===== config.mk =====
export PLATFORM = sky130hd
export DESIGN_NAME = scrambler_flat
export DESIGN_NICKNAME = d
export VERILOG_FILES = /design/src/rtl/scrambler_if.sv /design/src/rtl/scrambler.sv /design/src/flat_wrapper.sv
export SDC_FILE = /design/constraint.sdc
export NUM_CORES = 1
export LEC_CHECK = 0
export ABC_CLOCK_PERIOD_IN_PS = 3500
export CORE_MARGIN = 5
export CORE_UTILIZATION = 40
export CTS_BUF_LIST = sky130_fd_sc_hd__clkbuf_16
export DETAILED_ROUTE_END_ITERATION = 10
export PLACE_DENSITY = 0.66
export SYNTH_ARGS = -nofsm -noshare
export SYNTH_HDL_FRONTEND = slang
export SYNTH_SLANG_ARGS = --single-unit

===== constraint.sdc =====
create_clock -name aclk -period 3.5 [get_ports aclk]
set_input_delay 0.7 -clock aclk [delete_from_list [all_inputs] [get_ports aclk]]
set_output_delay 0.7 -clock aclk [all_outputs]
set_load 0.005 [all_outputs]

===== src/rtl/scrambler_if.sv =====
// AXI-stream style beat bundle: data, rate code, frame end and handshake.
interface scrambler_if #(
    parameter int WIDTH = 24
);
    logic [WIDTH-1:0] tdata;
    logic [3:0]       tuser;
    logic             tlast;
    logic             tvalid;
    logic             tready;

    // Handshake: a beat transfers on a rising clock edge where tvalid and
    // tready are both high. The master holds tdata/tuser/tlast stable while
    // tvalid is high and tready is low, and never withdraws tvalid before
    // the transfer.
    modport master (output tdata, output tuser, output tlast, output tvalid, input tready);
    modport slave  (input tdata, input tuser, input tlast, input tvalid, output tready);
endinterface


===== src/rtl/scrambler.sv =====
// 802.11a PPDU scrambler: the SIGNAL beat passes through, DATA beats are
// XORed with the x^7+x^4+1 sequence and the tail bits of the final beat are
// cleared. A single output register gives one cycle of latency.
module scrambler #(
    parameter int         WIDTH        = 24,
    parameter logic [6:0] DEFAULT_SEED = 7'b1011101
) (
    input  logic         aclk,
    input  logic         areset,
    input  logic [6:0]   seed_i,
    input  logic [4:0]   tail_pos_i,
    scrambler_if.slave   s_axis,
    scrambler_if.master  m_axis,
    output logic         state_dbg
);

    typedef enum logic {
        ST_SIGNAL = 1'b0,
        ST_DATA   = 1'b1
    } state_t;

    state_t           state;
    state_t           state_next;
    logic [6:0]       lfsr;
    logic [6:0]       lfsr_next;
    logic [6:0]       lfsr_walk;
    logic [WIDTH-1:0] scrambled;
    logic [WIDTH-1:0] tail_mask;
    logic [WIDTH-1:0] data_next;
    logic             accept;

    // The output register can take a new beat when it is empty or draining.
    assign s_axis.tready = !m_axis.tvalid || m_axis.tready;
    assign accept        = s_axis.tvalid && s_axis.tready;
    assign state_dbg     = state;

    // Run the LFSR WIDTH steps in time order (bit 0 first) over the beat.
    always_comb begin
        lfsr_walk = lfsr;
        scrambled = '0;
        for (int i = 0; i < WIDTH; i++) begin
            scrambled[i] = s_axis.tdata[i] ^ lfsr_walk[6] ^ lfsr_walk[3];
            lfsr_walk    = {lfsr_walk[5:0], lfsr_walk[6] ^ lfsr_walk[3]};
        end
    end

    // Mark the six tail positions; positions past the top bit simply drop out.
    always_comb begin
        tail_mask = '0;
        for (int i = 0; i < WIDTH; i++) begin
            if ((i >= int'(tail_pos_i)) && (i <= int'(tail_pos_i) + 5)) begin
                tail_mask[i] = 1'b1;
            end
        end
    end

    // Next-state, next-LFSR and next output data for an accepted beat.
    always_comb begin
        state_next = state;
        lfsr_next  = lfsr;
        data_next  = s_axis.tdata;
        if (accept) begin
            case (state)
                ST_SIGNAL: begin
                    lfsr_next  = (seed_i == 7'd0) ? DEFAULT_SEED : seed_i;
                    state_next = s_axis.tlast ? ST_SIGNAL : ST_DATA;
                end
                ST_DATA: begin
                    lfsr_next = lfsr_walk;
                    if (s_axis.tlast) begin
                        data_next  = scrambled & ~tail_mask;
                        state_next = ST_SIGNAL;
                    end else begin
                        data_next = scrambled;
                    end
                end
                default: begin
                    state_next = ST_SIGNAL;
                end
            endcase
        end
    end

    // Frame context registers.
    always_ff @(posedge aclk) begin
        if (areset) begin
            state <= ST_SIGNAL;
            lfsr  <= 7'd0;
        end else begin
            state <= state_next;
            lfsr  <= lfsr_next;
        end
    end

    // Output register: load on accept, empty after a transfer with no refill.
    always_ff @(posedge aclk) begin
        if (areset) begin
            m_axis.tvalid <= 1'b0;
            m_axis.tdata  <= '0;
            m_axis.tuser  <= 4'd0;
            m_axis.tlast  <= 1'b0;
        end else if (accept) begin
            m_axis.tvalid <= 1'b1;
            m_axis.tdata  <= data_next;
            m_axis.tuser  <= s_axis.tuser;
            m_axis.tlast  <= s_axis.tlast;
        end else if (m_axis.tready) begin
            m_axis.tvalid <= 1'b0;
        end
    end

endmodule


===== src/flat_wrapper.sv =====
// flat-port wrapper written by rule: the top's interface ports become plain ports
module scrambler_flat 
#(
    parameter int         WIDTH        = 24,
    parameter logic [6:0] DEFAULT_SEED = 7'b1011101
)
  (aclk, areset, seed_i, tail_pos_i, state_dbg, s_axis_tdata, s_axis_tuser, s_axis_tlast, s_axis_tvalid, s_axis_tready, m_axis_tdata, m_axis_tuser, m_axis_tlast, m_axis_tvalid, m_axis_tready);
  scrambler_if #(.WIDTH(WIDTH)) s_axis_i ();
  scrambler_if #(.WIDTH(WIDTH)) m_axis_i ();
  input  logic aclk;
  input  logic areset;
  input  logic [6:0] seed_i;
  input  logic [4:0] tail_pos_i;
  output logic state_dbg;
  input wire logic [$bits(s_axis_i.tdata)-1:0] s_axis_tdata;
  input wire logic [$bits(s_axis_i.tuser)-1:0] s_axis_tuser;
  input wire logic [$bits(s_axis_i.tlast)-1:0] s_axis_tlast;
  input wire logic [$bits(s_axis_i.tvalid)-1:0] s_axis_tvalid;
  output wire logic [$bits(s_axis_i.tready)-1:0] s_axis_tready;
  output wire logic [$bits(m_axis_i.tdata)-1:0] m_axis_tdata;
  output wire logic [$bits(m_axis_i.tuser)-1:0] m_axis_tuser;
  output wire logic [$bits(m_axis_i.tlast)-1:0] m_axis_tlast;
  output wire logic [$bits(m_axis_i.tvalid)-1:0] m_axis_tvalid;
  input wire logic [$bits(m_axis_i.tready)-1:0] m_axis_tready;
  assign s_axis_i.tdata = s_axis_tdata;
  assign s_axis_i.tuser = s_axis_tuser;
  assign s_axis_i.tlast = s_axis_tlast;
  assign s_axis_i.tvalid = s_axis_tvalid;
  assign s_axis_tready = s_axis_i.tready;
  assign m_axis_tdata = m_axis_i.tdata;
  assign m_axis_tuser = m_axis_i.tuser;
  assign m_axis_tlast = m_axis_i.tlast;
  assign m_axis_tvalid = m_axis_i.tvalid;
  assign m_axis_i.tready = m_axis_tready;
  scrambler #(.WIDTH(WIDTH), .DEFAULT_SEED(DEFAULT_SEED)) u_core (.aclk(aclk), .areset(areset), .seed_i(seed_i), .tail_pos_i(tail_pos_i), .s_axis(s_axis_i), .m_axis(m_axis_i), .state_dbg(state_dbg));
endmodule

# Word level (Yosys, flattened, before mapping)
# Index checks and enable logic that the tools add are counted.
[op_classes]
mux = 31
n_bitwise = 75
addsub = 1
magnitude_cmp = 48
n_reduce_logical = 29
[ops]
columns = ["cell", "n"]
rows = [
  ["5-bit by 32-bit less-or-equal comparator with 1-bit output (first input constant)", 8],
  ["6-bit by 32-bit less-or-equal comparator with 1-bit output (first input constant)", 8],
  ["4-bit by 32-bit less-or-equal comparator with 1-bit output (first input constant)", 4],
  ["1-bit bitwise XOR", 72],
  ["3-bit by 32-bit less-or-equal comparator with 1-bit output (first input constant)", 2],
  ["24-bit 2-to-1 mux", 2],
  ["4-bit by 5-bit >= comparator with 1-bit output (first input constant)", 8],
  ["5-bit >= comparator (first input constant)", 8],
  ["1-bit by 32-bit less-or-equal comparator with 1-bit output (first input constant)", 1],
  ["2-bit by 32-bit less-or-equal comparator with 1-bit output (first input constant)", 1],
  ["1-bit 2-to-1 mux", 27],
  ["1-bit logical AND", 25],
  ["24-bit bitwise AND", 1],
  ["24-bit inverter", 1],
  ["3-bit by 5-bit >= comparator with 1-bit output (first input constant)", 4],
  ["7-bit case mux with 2 select lines", 1],
  ["1-bit by 5-bit >= comparator with 1-bit output (first input constant)", 2],
  ["2-bit by 5-bit >= comparator with 1-bit output (first input constant)", 2],
  ["7-bit logical NOT", 1],
  ["7-bit 2-to-1 mux", 1],
  ["5-bit by 3-bit adder with 6-bit output (second input constant)", 1],
  ["2-bit nonzero test", 1],
  ["1-bit logical NOT", 1],
  ["1-bit logical OR", 1],
  ["1-bit inverter", 1],
]
[word_totals]
out_inout_bits = 32
regBits = 38

# Depth between registers and ports, before layout
# Gate-level depths: netlist (run 1).
[depth]
depth_word = 10
ltp_mapped = 10
mapped_depth_nobuf = 7

# Least setup slack after synthesis (run 1)
# No wires, ideal clock.
[synth_timing]
kind = "input -> register"
start = "input port tail_pos_i[1]"
end = "register u_core.m_axis.tdata[21]"
setup_ps = 87
cell_stages = 9
required_time_ps = 3413
setup_slack_ps = 996
arrival_ps = 2417
cell_sequence = "buf_2 -> buf_4 -> inv_1 -> ha_1 -> or3b_1 -> o2bb2ai_2 -> mux2i_1 -> a211oi_2 -> o31ai_1"
[synth_via]
elab_chain_cells = 8
elab_cells_between_ends = 9
classes_between = "1 x add/sub; 2 x order compare; 3 x mux; 2 x bitwise; 1 x reduce/logical"
[synth_lines]
columns = ["item", "line", "source"]
rows = [
  ["start: declaration", "flat_wrapper.sv:13", "input logic [4:0] tail_pos_i;"],
  ["5-bit by 3-bit adder with 6-bit output", "scrambler.sv:51", "if ((i >= int'(tail_pos_i)) && (i <= int'(tail_pos_i) + 5)) begin"],
  ["6-bit by 32-bit less-or-equal comparator with 1-bit output", "scrambler.sv:51", ""],
  ["1-bit logical AND (*)", "scrambler.sv:51", ""],
  ["1-bit 2-to-1 mux (*)", "scrambler.sv:51", ""],
  ["24-bit inverter (*)", "scrambler.sv:71", "data_next = scrambled & ~tail_mask;"],
  ["24-bit bitwise AND (*)", "scrambler.sv:71", ""],
  ["24-bit 2-to-1 mux (*)", "scrambler.sv:70", "if (s_axis.tlast) begin"],
  ["24-bit 2-to-1 mux (*)", "scrambler.sv:63", "case (state)"],
  ["end signal: assignment", "scrambler.sv:104", "m_axis.tdata <= data_next;"],
  ["end: declaration", "scrambler_if.sv:15", "modport master (output tdata, output tuser, output tlast, output tvalid, input tready);"],
]
# Every way passes the cells marked *; elsewhere a longest branch is shown, timed or not.
# A chain may end at the register's enable or synchronous reset.

# Final worst setup path (run 1)
[layout_timing]
start = "input port tail_pos_i[1]"
end = "register u_core.m_axis.tdata[17]"
# Same word-level chain as after synthesis.

==> impl_metrics.toml, run 1 <==
[yosys]
synth_area_leaders = "dfxtp_1, xnor2_1, a21oi_1, nand2_1, xor2_1"
ys_warn_count = 0
synth-seq-cells = 38
synth_top_area_share_pct = 22.70
syn-num-nets = 464
synthesis.area_mm2 = 0.003352
synth-main-ff-cell = "dfxtp_1"
synth_cells = 414
synthDistinctLibCells = 79
synth_edf_count = 0
synthTopCellsByCount = "nand2_1, dfxtp_1, a21oi_1"
yosysSeqAreaShare_pct = 22.70
avgSynthCellArea_um2 = 8.097
yosysMostFrequentCell = "nand2_1"
synth-async-reset-ratio_pct = 0
yosysTopAreaCell = "dfxtp_1"

[clock_tree]
clockBufferDepth = 2
postCtsHoldBufs = 0
cts_tree = "yes"
clkTransAtPathRegs_ps = 60
cts_resized = 0
clock-root-buffer = "clkbuf_16"
cts_setup_buffers = 0
insertion_delay_ps = 280
cts.sinks = 38
cts_max_level = 2
numCtsBuffers = 5

[setup_path]
crit_family = "compound AO/OA/AOI/OAI gates"
critPathKind = "in -> reg"
worstPathRequired_ps = 3630
arrival_ps = 2930
cp-end-kind = "register"
crit_buf_inv = 1
crit_chain = "clkdlybuf4s50_1, ha_1, nor2_1, a221oi_4, nand2_1, a221oi_1, o32ai_1"
slowest_delay_ps = 550
start_kind = "input port"
cp_slowest_cell = "clkdlybuf4s50_1"
cp_max_fo = 14

[sta]
fin_worst_skew_ps = 5.003
hold_violations = 0
slew_headroom_pct = 49.46
rsz0062_at_grt = "false"
setup_tns_ps = 0
post-route-period-util_pct = 80.08
timing.final.ws_setup_ps = 697.4
final-setup-viol-count = 0
fmax_mhz = 356.8
slew_viol_final = 0
finalCriticalPeriod_ps = 2803
worstMarginPinSlew_ps = 755.7

[placement]
placed_area_mm2 = 0.004133
port_buffers = 76
post-dp-hpwl_um = 7736
pre_cts_slack_ps = 431.9
gp_congestion = 0.9698

[power]
p_switching_uw = 494.9
p_leak_uw = 0.001567
power_frac_comb_pct = 37.1
power_density_mw_per_mm2 = 353.7
max-vdd-ir-drop_mv = 0.1785
internal-power_uw = 1015
seqPwrFrac_pct = 34.2
pwr-share-clk_pct = 28.7
swShare_pct = 32.77

[global_routing]
grt_usage_pct = 20.10
grt-ovfl-total = 0
antenna_found_initial = 0
grt_pass1_vias = 3140
grt_pass1_wl_um = 16360
grt_max_degree = 31

[flow_run]
maxCapViolCount = 0

[die]
core.rowCount = 33
start_util_pct = 41.00
die_w_um = 101.5
die_area_mm2 = 0.01031
die_h_um = 101.5
io_pins = 77
core-area_mm2 = 0.008175

[drt]
drt-initial-drc-count = 254
drtAntennaViolNets = 0
drcViolationCount = 0
routed_wl_um = 10220
vias_per_cell = 5.651
vias = 3272
routedWlPerCell_um = 17.65
dr.pass1.iters = 7

[status]
status = "finished, final reports clean"

[hold_path]
hp-class = "reg -> reg"

[finish]
area_growth_pct = 27.40
design_area_mm2 = 0.004270
nNetsFinal = 523
final_core_util_pct = 52.23
drive_gt1_share_pct = 10.13
antenna_cells = 0
cells by family after synthesis:
group	Yosys count	share of synthesized area [%]
xor gates and xnor gates	51	17.84
DFF	38	22.70
and+or+nand+nor	152	23.81
AOI/OAI and AO/OA	115	25.23
adders and majority gates	5	1.866
buffers and inverters	52	8.249
muxes	1	0.2986
tightest hold or removal path, delay by kind of cell, from the launching register on:
family / cells / cell delay [ps]
DFF: 1 / 300
AOI/OAI and AO/OA: 1 / 50
and+or+nand+nor: 1 / 50
power by group through the flow:
stage / sequential (µW) / clock, µW / combinational (µW)
4_1_cts: 516 / 442 / 560
3_3_place_gp: 525 / 0 / 553
3_5_place_dp: 525 / 0 / 556
6_report: 516 / 434 / 560
2_1_floorplan: 498 / 0 / 388
5_1_grt: 522 / 459 / 611
cells in the final DEF (no fill, tap or decap), drive strengths merged, types with 3 or more instances in the layout:
cell,n
clkdlybuf4s50,76
nand2,43
dfxtp,38
a21oi,34
nor2,34
xnor2,30
buf,16
xor2,16
o21ai,16
nand3,15
inv,12
nor3,10
a211oi,9
nand3b,7
and2,6
nand2b,5
a21o,5
a31oi,5
and3,5
ha,5
clkbuf,5
o211ai,5
nor2b,4
o2111ai,4
o31ai,4
nand4,4
xor3,3
nand4b,3
o32ai,3
o311ai,3
a311oi,3
clkinv,3
a2111oi,3
flip-flops by register name, indices dropped and copies added (netlist names):
signal	flops
u_core.lfsr	7
u_core.m_axis.tdata	24
u_core.m_axis.tlast	1
u_core.m_axis.tuser	4
u_core.m_axis.tvalid	1
u_core.state_dbg	1
path summary, 6_finish.rpt:
path                                             start                      end  slack [ps]  cells past startpoint
worst max-delay path                     tail_pos_i[1]  u_core.m_axis.tdata[17]         700                      7
worst min-delay path            u_core.m_axis.tdata[1]   u_core.m_axis.tdata[1]         450                      2
worst max register to register        u_core.state_dbg   u_core.m_axis.tdata[5]        1390                      6
worst min register to register  u_core.m_axis.tdata[1]   u_core.m_axis.tdata[1]         450                      2
per-stage QoR:
stage | hold slack (ps) | cells | power [µW]
4_1_cts | 454.1 | 579 | 1518
5_1_grt | 478.0 | 579 | 1592
3_5_place_dp | 447.1 | 571 | 1081
3_3_place_gp | 443.6 | 571 | 1078
2_1_floorplan | 448.3 | 414 | 886.3
6_report | 450.1 | 579 | 1510
layout make-up:
type,count,area [µm²]
Timing Repair Buffer,92,880.8
Inverter,12,45.04
Sequential cell,38,760.7
Clock inverter,3,12.51
Fill cell,783,3905
Multi-Input combinational cell,324,2315
Tap cell,105,131.4
Clock buffer,5,125.1
metal layers:
metal / global-route usage [%] / wire, µm / share of wire [%] / vias up
met2: 31.39 / 4716 / 46 / 127
met4: 5.010 / 140 / 1.4 / 0
met1: 28.29 / 4756 / 47 / 1534
li1: - / - / - / 1600
met3: 4.201 / 606 / 5.9 / 11
met5: 0 / 0 / 0 / -
(Power assumes the default switching activity.)
==> run 2: changes to the inputs <==
--- a/config.mk
+++ b/config.mk
@@ -5,7 +5,7 @@
 export SDC_FILE = /design/constraint.sdc
 export NUM_CORES = 1
 export LEC_CHECK = 0
-export ABC_CLOCK_PERIOD_IN_PS = 3500
+export ABC_CLOCK_PERIOD_IN_PS = 2850
 export CORE_MARGIN = 5
 export CORE_UTILIZATION = 40
 export CTS_BUF_LIST = sky130_fd_sc_hd__clkbuf_16
==> constraint.sdc (replaced) <==
create_clock -name aclk -period 2.85 [get_ports aclk]
set_input_delay 0.57 -clock aclk [delete_from_list [all_inputs] [get_ports aclk]]
set_output_delay 0.57 -clock aclk [all_outputs]
set_load 0.005 [all_outputs]
==> run 2 against run 1 <==
- first-iteration DRC count unchanged
- count of clock-buffer cells in the layout unchanged
- setup slack got worse by 500 ps
- sequential power increased by 23%
- clock power increased by 22%
- non-clock buffer count increased by 14
- critical path type unchanged
- largest power group unchanged
==> impl_metrics.toml, run 2 (same netlist as run 1, synthesis figures left out) <==
[setup_path]
r2r_slack_ps = 830
ff2ff_path_depth = 4
r2r_end = "u_core.m_axis.tdata[17]"
worstPathRequired_ps = 3010
worstSetupStartpoint = "tail_pos_i[1]"
start_kind = "input port"
cp_max_fo = 12
crit_end = "u_core.m_axis.tdata[9]"
r2r_start = "u_core.lfsr[2]"
arrival_ps = 2820
critPathKind = "in -> reg"
cp-end-kind = "register"

[power]
p_leak_uw = 0.001637
max-vdd-ir-drop_mv = 0.2669
power_density_mw_per_mm2 = 428.8

[hold_path]
hp-start = "u_core.m_axis.tdata[5]"
hp-class = "reg -> reg"

[flow_run]
maxCapViolCount = 0

[finish]
antenna_cells = 0
top_register = "u_core.m_axis.tdata"
fillers = 781
largest_register_ffs = 24
final_core_util_pct = 53.64
nNetsFinal = 537
area_growth_pct = 30.83
drive_gt1_share_pct = 12.94
register_area_um2 = 760.7
top_regs = "u_core.m_axis.tdata: 24 flops, u_core.lfsr: 7 flops, u_core.m_axis.tuser: 4 flops"
final_common_cell = "clkdlybuf4s50_1"
multi_input_area_mm2 = 0.002315
mostFrequentLayoutCells = "clkdlybuf4s50_1, nand2_1, dfxtp_1"

[drt]
drtAntennaViolNets = 0
dr.pass1.iters = 5
drt-initial-drc-count = 254
vias_per_cell = 5.721
vias = 3387
routedWlPerCell_um = 18.21
drcViolationCount = 0
routed_wl_um = 10780

[sta]
finalCriticalPeriod_ps = 2654
fin_worst_skew_ps = 8.216
fmax_mhz = 376.8
final-setup-viol-count = 0
post-route-period-util_pct = 93.12
holdWs_ps = 447.5
slew_headroom_pct = 56.98
hold_violations = 0
slew_viol_final = 0
rsz0062_at_grt = "false"
worstMarginPinSlew_ps = 644.4

[clock_tree]
clockBufferDepth = 2
cts.sinks = 38
clock-root-buffer = "clkbuf_16"
cts_max_level = 2
insertion_delay_ps = 290
cts_tree = "yes"
cts_setup_buffers = 0
cts_resized = 0
numCtsBuffers = 5
clkTransAtPathRegs_ps = 60
postCtsHoldBufs = 0

[global_routing]
grt-ovfl-total = 0
antenna_found_initial = 0
grt_pass1_vias = 3298
grt_pass1_wl_um = 17130
grt_max_degree = 39
grt_usage_pct = 21.13

[die]
die_w_um = 101.5
die_area_mm2 = 0.01031
start_util_pct = 41.00
core.rowCount = 33
core-area_mm2 = 0.008175
die_h_um = 101.5
io_pins = 77

[placement]
post-dp-hpwl_um = 8213
gp_congestion = 0.8989
port_buffers = 76

[status]
status = "finished, final reports clean"
## run 2: power by group
part	total (µW)	internal (µW)	switching, µW
sequential	636	578	58.0
clock	530	316	215
combinational	715	370	345
## run 2: metrics by stage
stage	area, µm²	setup WS, ps	setup TNS (ps)	std cells	power, µW
6_report	4385	196.0	0	592	1881
5_1_grt	4385	111.7	0	592	1985
3_3_place_gp	4250	28.79	0	585	1349
2_1_floorplan	3352	475.5	0	414	1088
3_5_place_dp	4250	-86.06	-99.86	585	1356
4_1_cts	4385	213.5	0	592	1886
## run 2: area by class of cell
cell class	count	share of cell area, %
timing repair buffer	106	22.77
sequential	38	17.35
clock buffer	5	2.853
tap	105	2.996
clock inverter	2	0.2282
multi-input combinational	324	52.78
inverter	12	1.027
## run 2: routing by layer
layer / vias up / part of all wire (%) / track usage, %
li1: 1626 / - / -
met1: 1587 / 46 / 30.16
met2: 153 / 45 / 32.55
met3: 21 / 6.7 / 3.512
met4: 0 / 2.1 / 6.544
met5: - / 0 / 0
## run 2: worst min-delay path by stage
stage | endpoint | slack, ps | cells after the start
6_report | u_core.m_axis.tdata[5] | 450 | 2
5_1_grt | u_core.m_axis.tuser[0] | 480 | 2
4_1_cts | u_core.m_axis.tdata[5] | 450 | 2
3_5_place_dp | u_core.m_axis.tdata[5] | 440 | 2
3_3_place_gp | u_core.m_axis.tdata[5] | 440 | 2
2_1_floorplan | u_core.m_axis.tdata[1] | 450 | 2
## run 2: critical path: stages
cell and delay, ps:
clkdlybuf4s50_1 570, ha_1 460, inv_1 130, a21o_1 180, a2111oi_0 570, o2111a_1 290, a2111oi_2 50
==> run 3: changes to the inputs <==
--- a/config.mk
+++ b/config.mk
@@ -10,7 +10,7 @@
 export CORE_UTILIZATION = 40
 export CTS_BUF_LIST = sky130_fd_sc_hd__clkbuf_16
 export DETAILED_ROUTE_END_ITERATION = 10
-export PLACE_DENSITY = 0.66
+export DONT_BUFFER_PORTS = 1
 export SYNTH_ARGS = -nofsm -noshare
 export SYNTH_HDL_FRONTEND = slang
 export SYNTH_SLANG_ARGS = --single-unit
==> run 3 against run 2 <==
- clock skew decreased by 5.0 ps
- wire length decreased by 11%
- maximum frequency is 21% higher
- setup slack gained 470 ps
- combinational power fell by 30%
- register-to-register slack improved by 80 ps
- final area fell by 21%
- critical path type unchanged
==> impl_metrics.toml, run 3 (same netlist as run 1, synthesis figures left out) <==
[status]
status = "finished, final reports clean"

[die]
die_area_mm2 = 0.01031
start_util_pct = 41.00
die_h_um = 101.5
io_pins = 77
die_w_um = 101.5
core.rowCount = 33
core-area_mm2 = 0.008175

[finish]
area_growth_pct = 2.799
top_register = "u_core.m_axis.tdata"
mostFrequentLayoutCells = "nand2_1, dfxtp_1, a21oi_1"
antenna_cells = 0
largest_register_ffs = 24
top_regs = "u_core.m_axis.tdata: 24 flops, u_core.lfsr: 7 flops, u_core.m_axis.tuser: 4 flops"
final_common_cell = "nand2_1"
fillers = 853
nNetsFinal = 438
drive_gt1_share_pct = 10.28
fin_cells = 494
design_area_mm2 = 0.003446

[drt]
vias = 2906
routedWlPerCell_um = 19.47
drcViolationCount = 0
dr.pass1.iters = 4
vias_per_cell = 5.883
drt-initial-drc-count = 176
routed_wl_um = 9618
drtAntennaViolNets = 0

[clock_tree]
cts_tree = "yes"
cts_resized = 0
insertion_delay_ps = 280
clock-root-buffer = "clkbuf_16"
clockBufferDepth = 2
postCtsHoldBufs = 0
numCtsBuffers = 5
cts_max_level = 2
cts_setup_buffers = 0
clkTransAtPathRegs_ps = 60
cts.sinks = 38

[sta]
fmax_mhz = 457.6
setup_tns_ps = 0
timing.final.ws_setup_ps = 664.4
final-setup-viol-count = 0
post-route-period-util_pct = 76.69
finalCriticalPeriod_ps = 2186
rsz0062_at_grt = "false"
worstMarginPinSlew_ps = 768.1
slew_headroom_pct = 48.80
slew_viol_final = 0
fin_worst_skew_ps = 3.189
hold_violations = 0

[setup_path]
worstSetupStartpoint = "tail_pos_i[0]"
ff2ff_path_depth = 4
r2r_slack_ps = 910
worstPathRequired_ps = 2970
r2r_end = "u_core.m_axis.tdata[0]"
arrival_ps = 2310
critPathKind = "in -> reg"
cp_max_fo = 21
start_kind = "input port"
r2r_start = "u_core.state_dbg"
cp-end-kind = "register"

[power]
power_density_mw_per_mm2 = 485.5
p_leak_uw = 0.001232
max-vdd-ir-drop_mv = 0.2660

[global_routing]
grt-ovfl-total = 0
grt_max_degree = 44
grt_usage_pct = 18.63
grt_pass1_vias = 2747
antenna_found_initial = 0
grt_pass1_wl_um = 15040

[placement]
placed_area_mm2 = 0.003304
port_buffers = 0
gp_congestion = 0.8962
post-dp-hpwl_um = 7255
dp.cells = 486
pre_cts_slack_ps = 399.3

[hold_path]
worstHoldEndpoint = "u_core.m_axis.tdata[9]"
whs_path_depth = 1
hp-class = "in -> reg"
hp-start = "areset"

[flow_run]
maxCapViolCount = 0
==> run 3: layout make-up <==
class | count | area [µm²] | share of cell area [%]
Inverter | 12 | 45.04 | 1.307
Clock buffer | 5 | 125.1 | 3.631
Timing Repair Buffer | 7 | 52.55 | 1.525
Tap cell | 105 | 131.4 | 3.813
Multi-Input combinational cell | 324 | 2315 | 67.18
Sequential cell | 38 | 760.7 | 22.08
Clock inverter | 3 | 16.27 | 0.4720
==> run 3: worst max-delay path, stage by stage <==
cell and delay, ps:
ha_1 590, nor2_1 190, a221oi_4 460, o211ai_1 210, a211oi_2 210, a2111oi_2 70
==> run 3: metrics by stage <==
stage / hold slack, ps / total power [µW] / util [%]
5_1_grt: 336.5 / 1777 / 42.15
6_report: 349.4 / 1673 / 42.15
4_1_cts: 345.8 / 1693 / 42.15
2_1_floorplan: 448.3 / 1088 / -
3_3_place_gp: 461.6 / 1145 / 40.42
3_5_place_dp: 463.9 / 1148 / 40.42
==> run 3: routing by layer <==
layer	vias up	GRT usage [%]	routed length, µm	part of all wire [%]
met1	1353	24.18	4229	44
li1	1433	-	-	-
met3	15	6.474	809	8.4
met2	105	29.48	4410	46
met5	-	0	0	0
met4	0	5.010	169	1.8
==> run 3: worst max-delay path by stage <==
stage	slack, ps	endpoint
final	660	u_core.m_axis.tdata[22]
after global routing	540	u_core.m_axis.tdata[22]
after CTS	690	u_core.m_axis.tdata[22]
after detailed placement	400	u_core.m_axis.tdata[15]
after global placement	410	u_core.m_axis.tdata[15]
after floorplan	480	u_core.m_axis.tdata[21]
==> run 3: power by group <==
group / switching (µW) / leakage, µW / total, µW / internal [µW]
logic: 260 / 0.000851 / 497 / 237
clock network: 218 / 0.0000672 / 537 / 319
registers: 61.3 / 0.000314 / 639 / 578
total: 540 / 0.00123 / 1670 / 1130
==> variant (settings of run 2) <==
Put one more register stage on the output `state_dbg`, without a reset. The value now appears one clock later. The other outputs are not delayed to match.
--- a/src/rtl/scrambler.sv
+++ b/src/rtl/scrambler.sv
@@ -33,5 +33,7 @@
     assign s_axis.tready = !m_axis.tvalid || m_axis.tready;
     assign accept        = s_axis.tvalid && s_axis.tready;
-    assign state_dbg     = state;
+    always_ff @(posedge aclk) begin
+        state_dbg <= state;
+    end
 
     // Run the LFSR WIDTH steps in time order (bit 0 first) over the beat.
Check against the original RTL: not equivalent (a bounded check fails within 4 cycles, from zero or initial values and one cycle with areset high).
==> variant against run 2 <==
  * Setup slack better by 110 ps
  * Worst hold slack gained 1.3 ps
  * Power is 11% higher
  * Synthesized area is 0.60% higher
  * Synthesized cell count grew 0.24%
  * Sequential power grew 2%
  * Critical path depth is the same
  * Design area increased by 1.6%
  * Routed wire length fell by 4.8%
  * Sequential cell count up 1
  * Critical path type unchanged
  * Critical endpoint is now u_core.m_axis.tdata[15]
==> variant: results (changes against run 2) <==
| Metric | Value |
|---|---|
| Cell with the most instances after synthesis | nand2_1 |
| Final worst path period share | 0.8938 (-0.03748) |
| Post-synth cell types | 79 (unchanged) |
| Placed inst area | 0.004263 sq mm (+0.29%) |
| Reg clk slew, reported paths | 60 ps (about the same) |
| Crit path largest cell delay | 500 ps (-70 ps) |
| Port Buffers | 76 (unchanged) |
| Reg2reg path depth | 5 (+1) |
| Number of CTS-inserted buffers | 5 (unchanged) |
| Number of global-route vias before repair | 3,178 (-3.6%) |
| Worst-margin pin slew | 558.1 ps (-86.28 ps) |
| Register area share after synthesis | 0.2315 (+0.004590) |
| Number of diodes | 0 (unchanged) |
| Cts repair resizes | 0 (unchanged) |
| Detail Route Antenna Nets | 0 (unchanged) |
| Hold Crit Start | u_core.m_axis.tdata[1] |
| Synth warn | 0 (unchanged) |
| Worst R2R Start | u_core.lfsr[1] |
| Status | completed |
| Critical path endpoint | u_core.m_axis.tdata[15] |
| Fin nets | 537 (unchanged) |
| DP Worst Slack | 25.50 ps (+111.6 ps) |
| Highest fanout seen on the critical path | 11 (-1) |
| Avg Vias per Cell | 5.494 (-4.0%) |
| CP arrival | 2710 ps (-110 ps) |
| VDD IR max | 0.0003819 V (+43%) |
| Worst min path class | reg -> reg |
| Biggest regs | u_core.m_axis.tdata: 24 flops, u_core.lfsr: 7 flops, u_core.m_axis.tuser: 4 flops |
| Hold buffers post-CTS | 0 (unchanged) |
| H-tree Lvls | 2 (unchanged) |
| Lkg Pwr | 1.662 nW (+1.5%) |
| Leading cell types by count after synthesis | 43 x nand2_1, 39 x dfxtp_1, 33 x a21oi_1, 32 x nor2_1, 26 x xnor2_1 |
| Post-synth ARST share | 0 (unchanged) |
| Detailed Route Iter0 Violations | 217 (-15%) |
| Largest net degree at the start of global routing | 39 (unchanged) |
| Post-DP HPWL | 7.845 mm (-4.5%) |
| GRT overflow | 0 (unchanged) |
| Worst Skew | 7.408 ps (-0.8078 ps) |
| Final Wtd Congestion | 0.9418 (+4.8%) |
| CTS root buffer | clkbuf_16 |
| Worst R2R End | u_core.m_axis.tdata[18] |
| Syn Nets | 465 (+0.22%) |
| Top cells by area, synth | dfxtp_1 23%, xnor2_1 6.8%, a21oi_1 4.9%, nand2_1 4.8%, xor2_1 3.6% |
| Maximum buffer depth of the clock tree | 2 (unchanged) |
| Ratio of cells with drive above 1 in the final layout | 0.1291 (-0.0002651) |
| CP max-delay cell | a221oi_4 |
| R2R Setup Slk | 930 ps (+100 ps) |
| First-pass GRT wire length | 16.46 mm (-3.9%) |
| TritonRoute pass-1 iters | 4 (-1) |
| Drt total wl | 10.26 mm (-4.8%) |
| Post-CTS Setup Inserts | 0 (unchanged) |
| Clock latency on the worst-skew pair | 280 ps |
| Total GRT Usage | 0.1992 (-0.01204) |
## variant: cell types whose count changed after synthesis
cell     change
dfxtp_1      +1
## variant: cells by family after synthesis
kind of cell    share of synthesized area
mux                              0.002969
compound gates                     0.2508
buf+inv                           0.08200
flops                              0.2315
simple gates                       0.2367
fa+ha+maj                         0.01855
xor+xnor                           0.1774
## variant: per-layer routing
layer  vias to the layer above  wire, microns  global-route usage
met5                         -              0                   0
met4                         0            138             0.04642
met3                        10            518             0.03140
met2                        95           4610              0.3018
met1                      1527           4992              0.2975
li1                       1626              -                   -
## variant: worst min-delay path by stage
stage                                  end  slack (ps)  cells past startpoint
global placement    u_core.m_axis.tdata[5]         440                      2
CTS                 u_core.m_axis.tdata[1]         450                      2
finish              u_core.m_axis.tdata[1]         450                      2
global route        u_core.m_axis.tdata[2]         480                      2
floorplan                 u_core.state_dbg         370                      0
detailed placement  u_core.m_axis.tdata[1]         450                      2
## variant: area by class of cell
class	count	area, sq um
fillers	736	3761
multi-input cells	324	2315
repair buffers	105	991.0
flip-flops and latches	39	780.7
well taps	105	131.4
clock buffers	5	125.1
clock inverters	3	67.56
inverters	12	45.04
## variant: critical path: cells and delay by family
kind	cells	cell delay (ps)
buf+inv	1	490
fa+ha+maj	1	350
simple gates	2	320
compound gates	3	980
## variant: through the flow
step	hold WS [ps]	instances	total power [W]
after global placement	441.3	585	0.001356
final	448.7	593	0.002081
after global routing	482.3	593	0.002188
after floorplan	366.8	415	0.001104
after detailed placement	447.7	585	0.001360
after CTS	454.1	593	0.002092
## variant: report_power, final
group	switching (W)	total [W]	internal [W]
combinational	0.000339	0.000706	0.000368
sequential	0.0000541	0.000646	0.000592
clock	0.000226	0.000728	0.000502
